==> config.mk <==
export PLATFORM = sky130hd
export DESIGN_NAME = agnus_audio_dma_ctrl
export DESIGN_NICKNAME = d
export VERILOG_FILES = /design/src/rtl/agnus_audio_dma_ctrl_pkg.sv /design/src/rtl/agnus_audio_ptr.sv /design/src/rtl/agnus_audio_dma_ctrl.sv
export SDC_FILE = /design/constraint.sdc
export NUM_CORES = 1
export LEC_CHECK = 0
export BUFFER_PORTS_ARGS = -buffer_cell sky130_fd_sc_hd__buf_4
export CAP_MARGIN = 10
export CORE_MARGIN = 2
export CORE_UTILIZATION = 42
export CTS_BUF_LIST = sky130_fd_sc_hd__clkbuf_4 sky130_fd_sc_hd__clkbuf_8
export DETAILED_ROUTE_END_ITERATION = 12
export GPL_TIMING_DRIVEN = 0
export PLACE_DENSITY_LB_ADDON = 0.1
export SYNTH_ARGS = -nofsm -noshare
export SYNTH_HDL_FRONTEND = slang
export SYNTH_SLANG_ARGS = --single-unit
==> constraint.sdc <==
create_clock -name clk -period 7.65 [get_ports clk]
set_input_delay 0.3825 -clock clk [delete_from_list [all_inputs] [get_ports clk]]
set_output_delay 0.3825 -clock clk [all_outputs]
set_load 0.01 [all_outputs]
==> src/rtl/agnus_audio_dma_ctrl_pkg.sv <==
// Shared constants for the Agnus audio DMA engine: audio register byte
// addresses, default beam positions for the strobe and the fetch slots,
// and the idle destination-register code.
package agnus_audio_dma_ctrl_pkg;

  localparam int NUM_CH = 4;

  // Which of a channel's registers an address refers to.
  typedef enum logic [1:0] {
    AUD_LCH = 2'd0,
    AUD_LCL = 2'd1,
    AUD_DAT = 2'd2
  } aud_reg_e;

  // Register byte addresses (bit 0 always zero).
  localparam logic [8:0] AUD0LCH = 9'h0A0;
  localparam logic [8:0] AUD0LCL = 9'h0A2;
  localparam logic [8:0] AUD0DAT = 9'h0AA;
  localparam logic [8:0] AUD1LCH = 9'h0B0;
  localparam logic [8:0] AUD1LCL = 9'h0B2;
  localparam logic [8:0] AUD1DAT = 9'h0BA;
  localparam logic [8:0] AUD2LCH = 9'h0C0;
  localparam logic [8:0] AUD2LCL = 9'h0C2;
  localparam logic [8:0] AUD2DAT = 9'h0CA;
  localparam logic [8:0] AUD3LCH = 9'h0D0;
  localparam logic [8:0] AUD3LCL = 9'h0D2;
  localparam logic [8:0] AUD3DAT = 9'h0DA;

  // Default beam positions: channel x is fetched at SLOT_BASE + 2*x.
  localparam logic [8:0] SLOT_BASE_DEF  = 9'h00E;
  localparam logic [8:0] STRHOR_POS_DEF = 9'h002;

  // reg_address_out value while no audio fetch owns the bus.
  localparam logic [7:0] REG_IDLE = 8'hFF;

  // Byte address of register 'kind' of channel 'ch'.
  function automatic logic [8:0] aud_byte_addr(input aud_reg_e kind, input logic [1:0] ch);
    logic [8:0] addr;
    addr = 9'h000;
    case (kind)
      AUD_LCH: begin
        case (ch)
          2'd0:    addr = AUD0LCH;
          2'd1:    addr = AUD1LCH;
          2'd2:    addr = AUD2LCH;
          default: addr = AUD3LCH;
        endcase
      end
      AUD_LCL: begin
        case (ch)
          2'd0:    addr = AUD0LCL;
          2'd1:    addr = AUD1LCL;
          2'd2:    addr = AUD2LCL;
          default: addr = AUD3LCL;
        endcase
      end
      default: begin
        case (ch)
          2'd0:    addr = AUD0DAT;
          2'd1:    addr = AUD1DAT;
          2'd2:    addr = AUD2DAT;
          default: addr = AUD3DAT;
        endcase
      end
    endcase
    return addr;
  endfunction

  // Register bus carries word addresses [8:1].
  function automatic logic [7:0] reg_word(input logic [8:0] byte_addr);
    return byte_addr[8:1];
  endfunction

endpackage

==> src/rtl/agnus_audio_ptr.sv <==
// One audio channel's location register (AUDxLC) and running pointer
// (AUDxPT). Decodes its own LCH/LCL writes and advances or reloads the
// pointer when its fetch slot is serviced.
module agnus_audio_ptr
  import agnus_audio_dma_ctrl_pkg::*;
#(
  parameter logic [1:0] CHAN = 2'd0
) (
  input  logic        clk,
  input  logic        reset,
  input  logic        clk7_en,
  input  logic        aen,
  input  logic [7:0]  reg_address_in,
  input  logic [15:0] data_in,
  input  logic        service,
  input  logic        restart,
  output logic [19:0] fetch_address
);

  localparam logic [7:0] LCH_REG = reg_word(aud_byte_addr(AUD_LCH, CHAN));
  localparam logic [7:0] LCL_REG = reg_word(aud_byte_addr(AUD_LCL, CHAN));

  // Word addresses [20:1] held as [19:0].
  logic [19:0] lc_reg;
  logic [19:0] pt_reg;

  // A restart fetch comes from the location register, otherwise the pointer.
  assign fetch_address = restart ? lc_reg : pt_reg;

  // LC writes and pointer advance; the fetch sees the pre-write lc value.
  always_ff @(posedge clk) begin
    if (clk7_en) begin
      if (reset) begin
        lc_reg <= '0;
        pt_reg <= '0;
      end else begin
        if (aen && reg_address_in == LCH_REG) begin
          lc_reg[19:15] <= data_in[4:0];
        end
        if (aen && reg_address_in == LCL_REG) begin
          lc_reg[14:0] <= data_in[15:1];
        end
        if (service) begin
          pt_reg <= fetch_address + 20'd1;
        end
      end
    end
  end

endmodule

==> src/rtl/agnus_audio_dma_ctrl.sv <==
// Agnus audio DMA engine: samples the four channels' requests at the
// horizontal strobe and drives one chip-RAM fetch per requesting channel in
// its fixed slot, addressed to that channel's AUDxDAT register.
module agnus_audio_dma_ctrl
  import agnus_audio_dma_ctrl_pkg::*;
#(
  parameter logic [8:0] SLOT_BASE  = SLOT_BASE_DEF,
  parameter logic [8:0] STRHOR_POS = STRHOR_POS_DEF
) (
  input  logic        clk,
  input  logic        reset,
  input  logic        clk7_en,
  input  logic        cck,
  input  logic [8:0]  hpos,
  input  logic [3:0]  audio_en,
  input  logic [3:0]  dmareq,
  input  logic [3:0]  dmas,
  input  logic        aen,
  input  logic [7:0]  reg_address_in,
  input  logic [15:0] data_in,
  output logic        strhor,
  output logic        dma,
  output logic [19:0] address_out,
  output logic [7:0]  reg_address_out
);

  logic [3:0]  pend_reg;
  logic [3:0]  pend_next;
  logic [3:0]  pends_reg;
  logic [3:0]  pends_next;
  logic [3:0]  slot_active;
  logic [19:0] fetch_addr [NUM_CH];

  assign strhor = (hpos == STRHOR_POS);

  generate
    for (genvar gi = 0; gi < NUM_CH; gi++) begin : g_chan
      localparam logic [8:0] SLOT_HPOS = SLOT_BASE + 9'(2 * gi);

      assign slot_active[gi] = (hpos == SLOT_HPOS) && pend_reg[gi];

      agnus_audio_ptr #(
        .CHAN(2'(gi))
      ) u_ptr (
        .clk            (clk),
        .reset          (reset),
        .clk7_en        (clk7_en),
        .aen            (aen),
        .reg_address_in (reg_address_in),
        .data_in        (data_in),
        .service        (cck && slot_active[gi]),
        .restart        (pends_reg[gi]),
        .fetch_address  (fetch_addr[gi])
      );
    end
  endgenerate

  // Pending-request bookkeeping: service/cancel clears, strobe latch wins.
  always_comb begin
    pend_next  = pend_reg;
    pends_next = pends_reg;
    for (int i = 0; i < NUM_CH; i++) begin
      if ((cck && slot_active[i]) || !audio_en[i]) begin
        pend_next[i]  = 1'b0;
        pends_next[i] = 1'b0;
      end
    end
    if (cck && strhor) begin
      pend_next  = dmareq & audio_en;
      pends_next = dmas;
    end
  end

  // Request state register; reset, like every update, waits for clk7_en.
  always_ff @(posedge clk) begin
    if (clk7_en) begin
      if (reset) begin
        pend_reg  <= '0;
        pends_reg <= '0;
      end else begin
        pend_reg  <= pend_next;
        pends_reg <= pends_next;
      end
    end
  end

  // Bus outputs follow hpos combinationally; at most one slot matches.
  always_comb begin
    dma             = 1'b0;
    address_out     = '0;
    reg_address_out = REG_IDLE;
    for (int i = 0; i < NUM_CH; i++) begin
      if (slot_active[i]) begin
        dma             = 1'b1;
        address_out     = fetch_addr[i];
        reg_address_out = reg_word(aud_byte_addr(AUD_DAT, 2'(i)));
      end
    end
  end

endmodule

# ---- Word level (Yosys, flattened, before mapping)
# Cells that the tools add are included.
dict set report op_classes {
  addsub 4
  n_eq_ne 13
  n_mux 34
  n_bitwise 1
  reduce_logical 57
}
# cell count
set ops {}
lappend ops {{$mux 20} 12}
lappend ops {{$add 20x1->20 const B} 4}
lappend ops {{$eq 8x7->1 const B} 8}
lappend ops {{$mux 15} 4}
lappend ops {{$mux 8} 4}
lappend ops {{$reduce_and 2->1} 16}
lappend ops {{$eq 9x5->1 const B} 3}
lappend ops {{$reduce_bool 2->1} 12}
lappend ops {{$mux 5} 4}
lappend ops {{$logic_and 1x1->1} 17}
lappend ops {{$reduce_bool 3->1} 4}
lappend ops {{$eq 9x2->1 const B} 1}
lappend ops {{$eq 9x4->1 const B} 1}
lappend ops {{$mux 1} 8}
lappend ops {{$mux 4} 2}
lappend ops {{$and 4x4->4} 1}
lappend ops {{$logic_not 1->1} 4}
lappend ops {{$logic_or 1x1->1} 4}
dict set report word_totals {
  ff_bits 168
  input_bits 50
  output_inout_bits 30
  elab_cells 129
}

# ---- Depth between registers and ports, before layout
# Gate-level depths: netlist (run 1).
dict set report logic_depth {
  word_depth 6
  ltp_mapped 10
}

# ---- Modules after synthesis
# From an unflattened synthesis (run 1), not the netlist that was laid out.
dict set report unflattened {
  hier_cells 918
  hier_area_um2 10346.2
}
# mod instances cells_each area_each_um2 seq_area_each_um2
set by_module_without_submodules {}
lappend by_module_without_submodules {{agnus_audio_ptr at g_chan[1].u_ptr ...} 2 187 2306.0 1201.2}
lappend by_module_without_submodules {{agnus_audio_ptr at g_chan[0].u_ptr ...} 2 185 2244.7 1201.2}
lappend by_module_without_submodules {agnus_audio_dma_ctrl 1 174 1244.9 240.2}

# ---- Least setup slack after synthesis (run 1)
# OpenSTA, ideal clock, no wires.
dict set report synth_path {
  path_type {input port to flip-flop}
  startpoint {input port hpos[0]}
  endpoint {register g_chan[1].u_ptr.pt_reg[0], enable pin}
  setup_time_ns 0.404
  arrival_time_ns 2.679
  slack_ns 4.567
  path_stages 7
  cell_sequence {nor4_2 -> and3b_1 -> and3_1 -> clkbuf_1 -> buf_2 -> nand2_1 -> a21oi_1}
}
dict set report synth_via {
  elab_chain_cells 5
}
# item line
set synth_rtl {}
lappend synth_rtl {{start: declaration} agnus_audio_dma_ctrl.sv:14} ;# input logic [8:0] hpos,
lappend synth_rtl {{$eq 9x5->1} agnus_audio_dma_ctrl.sv:40} ;# assign slot_active[gi] = (hpos == SLOT_HPOS) && pend_reg[gi];
lappend synth_rtl {{$logic_and 1x1->1} agnus_audio_dma_ctrl.sv:40}
lappend synth_rtl {{$logic_and 1x1->1} agnus_audio_dma_ctrl.sv:51} ;# .service (cck && slot_active[gi]),
lappend synth_rtl {{$reduce_bool 2->1 (no source line)} --}
lappend synth_rtl {{$reduce_and 2->1 (no source line)} --}
lappend synth_rtl {{end signal: assignment} agnus_audio_ptr.sv:44} ;# pt_reg <= fetch_address + 20'd1;
lappend synth_rtl {{end: declaration} agnus_audio_ptr.sv:25} ;# logic [19:0] pt_reg;
# Every way passes these cells.
# A chain may end at the register's enable or synchronous reset.

# ---- Final worst setup path (run 1)
dict set report layout_path {
  startpoint {register pends_reg[0]}
  endpoint {output port address_out[18]}
}
dict set report layout_via {
  elab_chain_cells 5
}
# item line
set layout_rtl {}
lappend layout_rtl {{start: declaration} agnus_audio_dma_ctrl.sv:29} ;# logic [3:0] pends_reg;
lappend layout_rtl {{start signal: assignment} agnus_audio_dma_ctrl.sv:82} ;# pends_reg <= pends_next;
lappend layout_rtl {{$mux 20} agnus_audio_ptr.sv:28} ;# assign fetch_address = restart ? lc_reg : pt_reg;
lappend layout_rtl {{$mux 20 (4 in series)} agnus_audio_dma_ctrl.sv:93} ;# if (slot_active[i]) begin
lappend layout_rtl {{end: declaration} agnus_audio_dma_ctrl.sv:23} ;# output logic [19:0] address_out,
# Every way passes these cells.

==> results by group, run 1 <==
Run status
  – Status: finished clean

Floorplanning
  – Die Y-Extent: 153 um
  – Die W: 153 um
  – I/O pin total: 80
  – Total die area: 23300 um^2
  – Starting density of the core: 0.426
  – Placeable Area: 21800 um^2
  – Rows: 54

Finish
  – # fillers: 1991
  – Final core occ: 0.492
  – Diodes inserted: 0
  – Share of cells above drive strength 1: 0.218
  – Area growth from synthesis to layout: 15.4%
  – Net count reported at finish: 941

Power and ir drop
  – Maximum VDD drop: 0.000103 V
  – PwrDens: 190 nW/um^2
  – Cell leakage power: 3.84 nW

Synth
  – Top FF cell, synth: edfxtp_1
  – Syn Std Cell Area: 9260 um^2
  – Synth Area in Simple Gates: 0.182
  – Seq cells post-synth: 168
  – Post-synth top area share: 0.545
  – Most common cell in the netlist: edfxtp_1
  – Synthesized area per cell: 11.8 um^2
  – Mapped Cells: 783
  – Synth Warn #: 0
  – Largest family of logic cells by synthesized area: simple AND/OR/NAND/NOR gates
  – Largest cells by area after synthesis: edfxtp_1, mux2i_1, mux2_2
  – Dominant cell type by area after synthesis: edfxtp_1
  – Async SR Flop Fraction: 0
  – Xor/xnor cell area share of the yosys netlist: 0.0407
  – Post-synthesis mux area share: 0.0890
  – Post-synthesis adder-cell area fraction: 0.00540
  – Post-synthesis sequential area ratio: 0.545
  – Synth top cells by count: edfxtp_1, nor2_1, mux2i_1, a21oi_1, nand3_1
  – Synth cell types: 70
  – Compound-gate portion of the synthesized area: 0.109
  – Post-synth EDFFs: 168

Global routing
  – Grt ovf: 0
  – Pin count of the biggest net entering global routing: 17
  – Vias in the first global route: 6846
  – Total track usage: 0.252
  – Initial antenna violation count: 0
  – First-pass GRT wire length: 42.9 mm

CTS
  – CTS resizes: 0
  – Root buffer cell: clkbuf_8
  – Post-CTS setup buffer count: 0
  – CTS Sinks: 168
  – Clock Latency Late Sink: 0.48 ns
  – Maximum clock insertion buffer count: 2
  – Cts bufs inserted: 17
  – CTS tree: yes
  – Hold buffer count at cts: 0
  – Clock-pin slew on the worst setup and hold paths: 0.09 ns
  – H-tree depth: 4

Setup path
  – Crit path buffers/inverters: 4
  – Reg-to-reg critical path startpoint: pends_reg[0]$_SDFFCE_PP0P_
  – Worst Path Max Fanout: 10
  – Crit path from: pends_reg[0]$_SDFFCE_PP0P_
  – Crit path DAT: 2.98 ns
  – Critical path class: reg -> out
  – Worst reg2reg setup slack: 4.48 ns
  – Crit start category: register
  – Worst path max stage delay: 0.53 ns
  – Worst EP required: 7.27 ns
  – Critical path's top delay family: buffers and inverters
  – Critical-path cell list: buf_4, buf_2, buf_2, mux2i_1, nor2_1, a211oi_1, mux2i_1, buf_4
  – Worst Setup End Kind: output port
  – Slowest CP cell: mux2i_1

Timing
  – WHS: 0.185 ns
  – Clock Skew: 0.0170 ns
  – Endpoints failing hold: 0
  – Slew @ Worst Pin: 1.25 ns
  – Setup TNS Final: 0 ns
  – Max_slew headroom: 0.164
  – RSZ-0062 raised after global routing: false
  – Achievable frequency: 0.297 GHz
  – Final period utilization: 0.440
  – Finish-stage setup viols: 0
  – Slew Limit Fails: 0
  – Fin crit period: 3.36 ns

Worst hold path
  – Hold_sp: dmas[0]
  – Worst min path class: in -> reg

Routing
  – # DRC: 0
  – Drt first-iter violations: 869
  – First-pass DRT Iterations: 5
  – Vias: 7056
  – Via density: 5.98
  – Routed Antenna Nets: 0
  – Routed len/inst: 24.9 um
  – Total Wirelength: 29.4 mm

Place
  – IO buf count: 75
  – Hpwl dp: 21.8 mm
  – Final GP Congestion: 0.938

Run
  – Max-cap viol count: 0
## metrics by stage
step	power [mW]	setup WS [ns]	cells	cell area, um^2
after floorplan	1.32	4.57	785	9270
after CTS	2.04	4.34	1179	10700
after detailed placement	1.44	4.25	1147	10300
final	2.04	4.29	1180	10700
after global placement	1.43	3.29	1140	10200
after global routing	2.11	4.17	1180	10700
## placed cells by master, fill, tap and decap left out, drive strengths merged, types with 33 or more instances in the layout
cell and count:
a21oi 48, clkbuf 41, edfxtp 168, nand3 38
mux2i 52, buf 103, nor2 73, xnor2 33
nand2 34
## final timing paths
path	to	cells past startpoint
max	address_out[18]	8
max reg2reg	g_chan[0].u_ptr.pt_reg[18]$_SDFFCE_PP0P_	10
min	pends_reg[0]$_SDFFCE_PP0P_	2
min reg2reg	g_chan[2].u_ptr.pt_reg[0]$_SDFFCE_PP0P_	2
## worst reg2reg max path, delay by kind of cell (launching register included)
| family | cells | cell delay, ns |
|---|---|---|
| buffers and inverters | 4 | 0.86 |
| multiplexers | 1 | 0.29 |
| AO/OA/AOI/OAI | 2 | 0.91 |
| flip-flops | 1 | 0.33 |
| adder cells (fa/ha/maj) | 1 | 0.16 |
| AND/OR/NAND/NOR | 2 | 0.44 |
## cells by family after synthesis
group | Yosys count
AO/OA/AOI/OAI | 142
XOR/XNOR | 43
flip-flops | 168
multiplexers | 79
buffers and inverters | 50
adder cells (fa/ha/maj) | 4
AND/OR/NAND/NOR | 296
other | 1
## power by group
group,internal (mW),switching (mW),total [mW]
clock network,0.262,0.351,0.612
registers,1.08,0.0283,1.11
logic,0.118,0.198,0.316
total,1.46,0.577,2.04
## final cells by class
class | instances | area (um^2) | area share
clock buffers | 18 | 241 | 0.0226
flip-flops and latches | 168 | 5040 | 0.472
plain buffers | 43 | 246 | 0.0230
well taps | 280 | 350 | 0.0328
multi-input cells | 567 | 3980 | 0.373
clock inverters | 14 | 125 | 0.0117
repair buffers | 83 | 676 | 0.0632
inverters | 7 | 26.3 | 0.00246
## routing by layer
| layer | GRT usage | up-vias | share of wire |
|---|---|---|---|
| met5 | 0 | - | 0 |
| met4 | 0.127 | 0 | 0.051 |
| met3 | 0.0629 | 69 | 0.085 |
| met2 | 0.368 | 369 | 0.43 |
| met1 | 0.351 | 3417 | 0.44 |
| li1 | - | 3201 | - |
No activity file was read; power rests on OpenSTA's default activity.
==> run 2: changes to the inputs <==
Clock period 7.65 ns to 2.8 ns, I/O delays scaled along.
==> run 2 against run 1 <==
Effect of this change:
- sequential power rose to 2.7 times the previous value
- die area did not move
- worst setup slack got worse by 4.2 ns
- wire length rose by 2.2%
- highest routed layer unchanged
- register-to-register slack got worse by 4.4 ns
- first-iteration DRC count rose by 11%
- core utilization rose by 1.4 points
- largest power group unchanged
- critical path type unchanged
==> results by group, run 2 (synthesis gave the netlist of run 1 again) <==
Place
  – Place WS: -0.475 ns (-4.72 ns)
  – IO buf count: 75 (unchanged)
  – Final GP Congestion: 0.960 (+2.3%)
  – Hpwl dp: 22.0 mm (+0.91%)
  – Placed Area: 10300 um^2 (about the same)

Setup path
  – Slowest CP cell: edfxtp_1
  – Crit path buffers/inverters: 3 (-1)
  – Crit path DAT: 2.62 ns (-0.36 ns)
  – Crit start category: register
  – Worst path max stage delay: 0.51 ns (-0.02 ns)
  – Critical path class: reg -> out
  – CP dominant cell by count: buf_4
  – Critical-path cell list: buf_4, buf_4, mux2_2, a21oi_1, o22ai_1, buf_4
  – Worst Setup End Kind: output port
  – Worst reg2reg setup slack: 0.09 ns (-4.39 ns)
  – Worst Path Max Fanout: 10 (unchanged)
  – Critical path's top delay family: buffers and inverters
  – Worst EP required: 2.66 ns (-4.61 ns)

Power and ir drop
  – Maximum VDD drop: 0.000293 V (+190%)
  – PwrDens: 520 nW/um^2 (+170%)
  – Logic gate share of total power: 0.158 (+0.003)
  – Flop pwr share: 0.530 (-0.014)
  – Switch share: 0.294 (+0.0108)
  – Net switching power: 1.68 mW (+190%)
  – Cell leakage power: 3.95 nW (+2.8%)
  – Internal: 4.04 mW (+180%)
  – Clock power frac: 0.312 (+0.011)

Finish
  – Most frequent cells in the layout: edfxtp_1, buf_4, nor2_1
  – # fillers: 1968 (-1.2%)
  – Commonest non-fill, non-tap cell in the layout: edfxtp_1
  – Diodes inserted: 0 (unchanged)
  – Multi-input logic area: 4110 um^2 (+3.1%)
  – Area growth from synthesis to layout: 18.8%
  – Register area: 5040 um^2 (unchanged)
  – Final core occ: 0.506 (+0.0143)
  – Net count reported at finish: 957 (+1.7%)
  – Non-Filler Cell Area, Final: 11000 um^2 (+2.9%)
  – Share of cells above drive strength 1: 0.236 (+0.0180)

Timing
  – Achievable frequency: 0.362 GHz
  – RSZ-0062 raised after global routing: false
  – Endpoints failing hold: 0 (unchanged)
  – Fin crit period: 2.76 ns
  – PnR worst setup slack: 0.0381 ns (-4.25 ns)
  – Slew Limit Fails: 0 (unchanged)
  – Slew @ Worst Pin: 1.17 ns (-0.0835 ns)
  – Clock Skew: 0.0170 ns (-0.0000368 ns)
  – Final period utilization: 0.986
  – Max_slew headroom: 0.220 (+0.0558)
  – Finish-stage setup viols: 0 (unchanged)

Routing
  – Via density: 6.07 (+1.5%)
  – Routed len/inst: 25.1 um (+0.78%)
  – # DRC: 0 (unchanged)
  – Drt first-iter violations: 962 (+11%)
  – Total Wirelength: 30.0 mm (+2.2%)
  – Routed Antenna Nets: 0 (unchanged)
  – Vias: 7256 (+2.8%)
  – First-pass DRT Iterations: 5 (unchanged)

CTS
  – CTS Sinks: 168 (unchanged)
  – H-tree depth: 4 (unchanged)
  – Maximum clock insertion buffer count: 2 (unchanged)
  – CTS tree: yes
  – Clock-pin slew on the worst setup and hold paths: 0.09 ns (about the same)
  – Cts bufs inserted: 17 (unchanged)
  – Clock Latency Late Sink: 0.49 ns (about the same)
  – Root buffer cell: clkbuf_8

Global routing
  – Initial antenna violation count: 2 (+2)
  – Pin count of the biggest net entering global routing: 21 (+4)
  – Vias in the first global route: 6818 (-0.41%)
  – First-pass GRT wire length: 43.6 mm (+1.6%)
  – Total track usage: 0.255 (+0.00323)
  – Grt ovf: 0 (unchanged)

Run
  – Max-cap viol count: 0 (unchanged)

Floorplanning
  – I/O pin total: 80 (unchanged)
  – Die Y-Extent: 153 um (unchanged)
  – Rows: 54 (unchanged)
  – Starting density of the core: 0.426 (unchanged)
  – Total die area: 23300 um^2 (unchanged)
  – Placeable Area: 21800 um^2 (unchanged)
  – Die W: 153 um (unchanged)

Worst hold path
  – Worst min path class: in -> reg

Run status
  – Status: finished clean
[run 2: metrics by stage]
stage	TNS, ns	std cells	hold slack (ns)	total power [mW]
CTS	-0.0504	1188	0.00480	5.69
detailed placement	-15.81	1147	0.423	3.93
global route	0	1196	0.0281	5.90
finish	0	1196	0.0187	5.72
floorplan	0	785	0.338	3.60
global placement	-74.81	1140	0.422	3.90
[run 2: layer usage]
layer  share of wire  vias to the layer above  track usage
met5               0                        -            0
met4           0.034                        0        0.106
met3           0.074                       52       0.0569
met2            0.45                      393        0.383
met1            0.45                     3563        0.360
li1                -                     3248            -
[run 2: cell type report]
type	instances	share of cell area
flip-flops and latches	168	0.458
multi-input cells	568	0.373
repair buffers	101	0.0761
well taps	280	0.0318
plain buffers	40	0.0225
clock buffers	17	0.0213
clock inverters	15	0.0143
inverters	7	0.00239
[run 2: path summary, 6_finish.rpt]
kind / startpoint / end / cells past startpoint
setup / recovery: pends_reg[1]$_SDFFCE_PP0P_ / address_out[8] / 6
hold / removal: audio_en[2] / pend_reg[2]$_SDFFCE_PP0P_ / 2
hold reg to reg: g_chan[2].u_ptr.lc_reg[0]$_SDFFCE_PP0P_ / g_chan[2].u_ptr.pt_reg[0]$_SDFFCE_PP0P_ / 2
setup reg to reg: pends_reg[2]$_SDFFCE_PP0P_ / g_chan[2].u_ptr.pt_reg[12]$_SDFFCE_PP0P_ / 10
[run 2: power groups by stage]
stage / Combinational, mW / Sequential, mW / Clock, mW
global placement: 0.814 / 3.08 / 0
CTS: 0.876 / 3.03 / 1.79
detailed placement: 0.849 / 3.08 / 0
global route: 0.965 / 3.05 / 1.89
floorplan: 0.545 / 3.06 / 0
finish: 0.902 / 3.03 / 1.78
[run 2: repair_timing]
action	CTS	global route
hold buffers	12	0
gates cloned	0	1
endpoints found under the setup margin	41	17
hold endpoints to repair	8	0
setup buffers	0	6
pin swaps	0	1
resized for setup	20	8
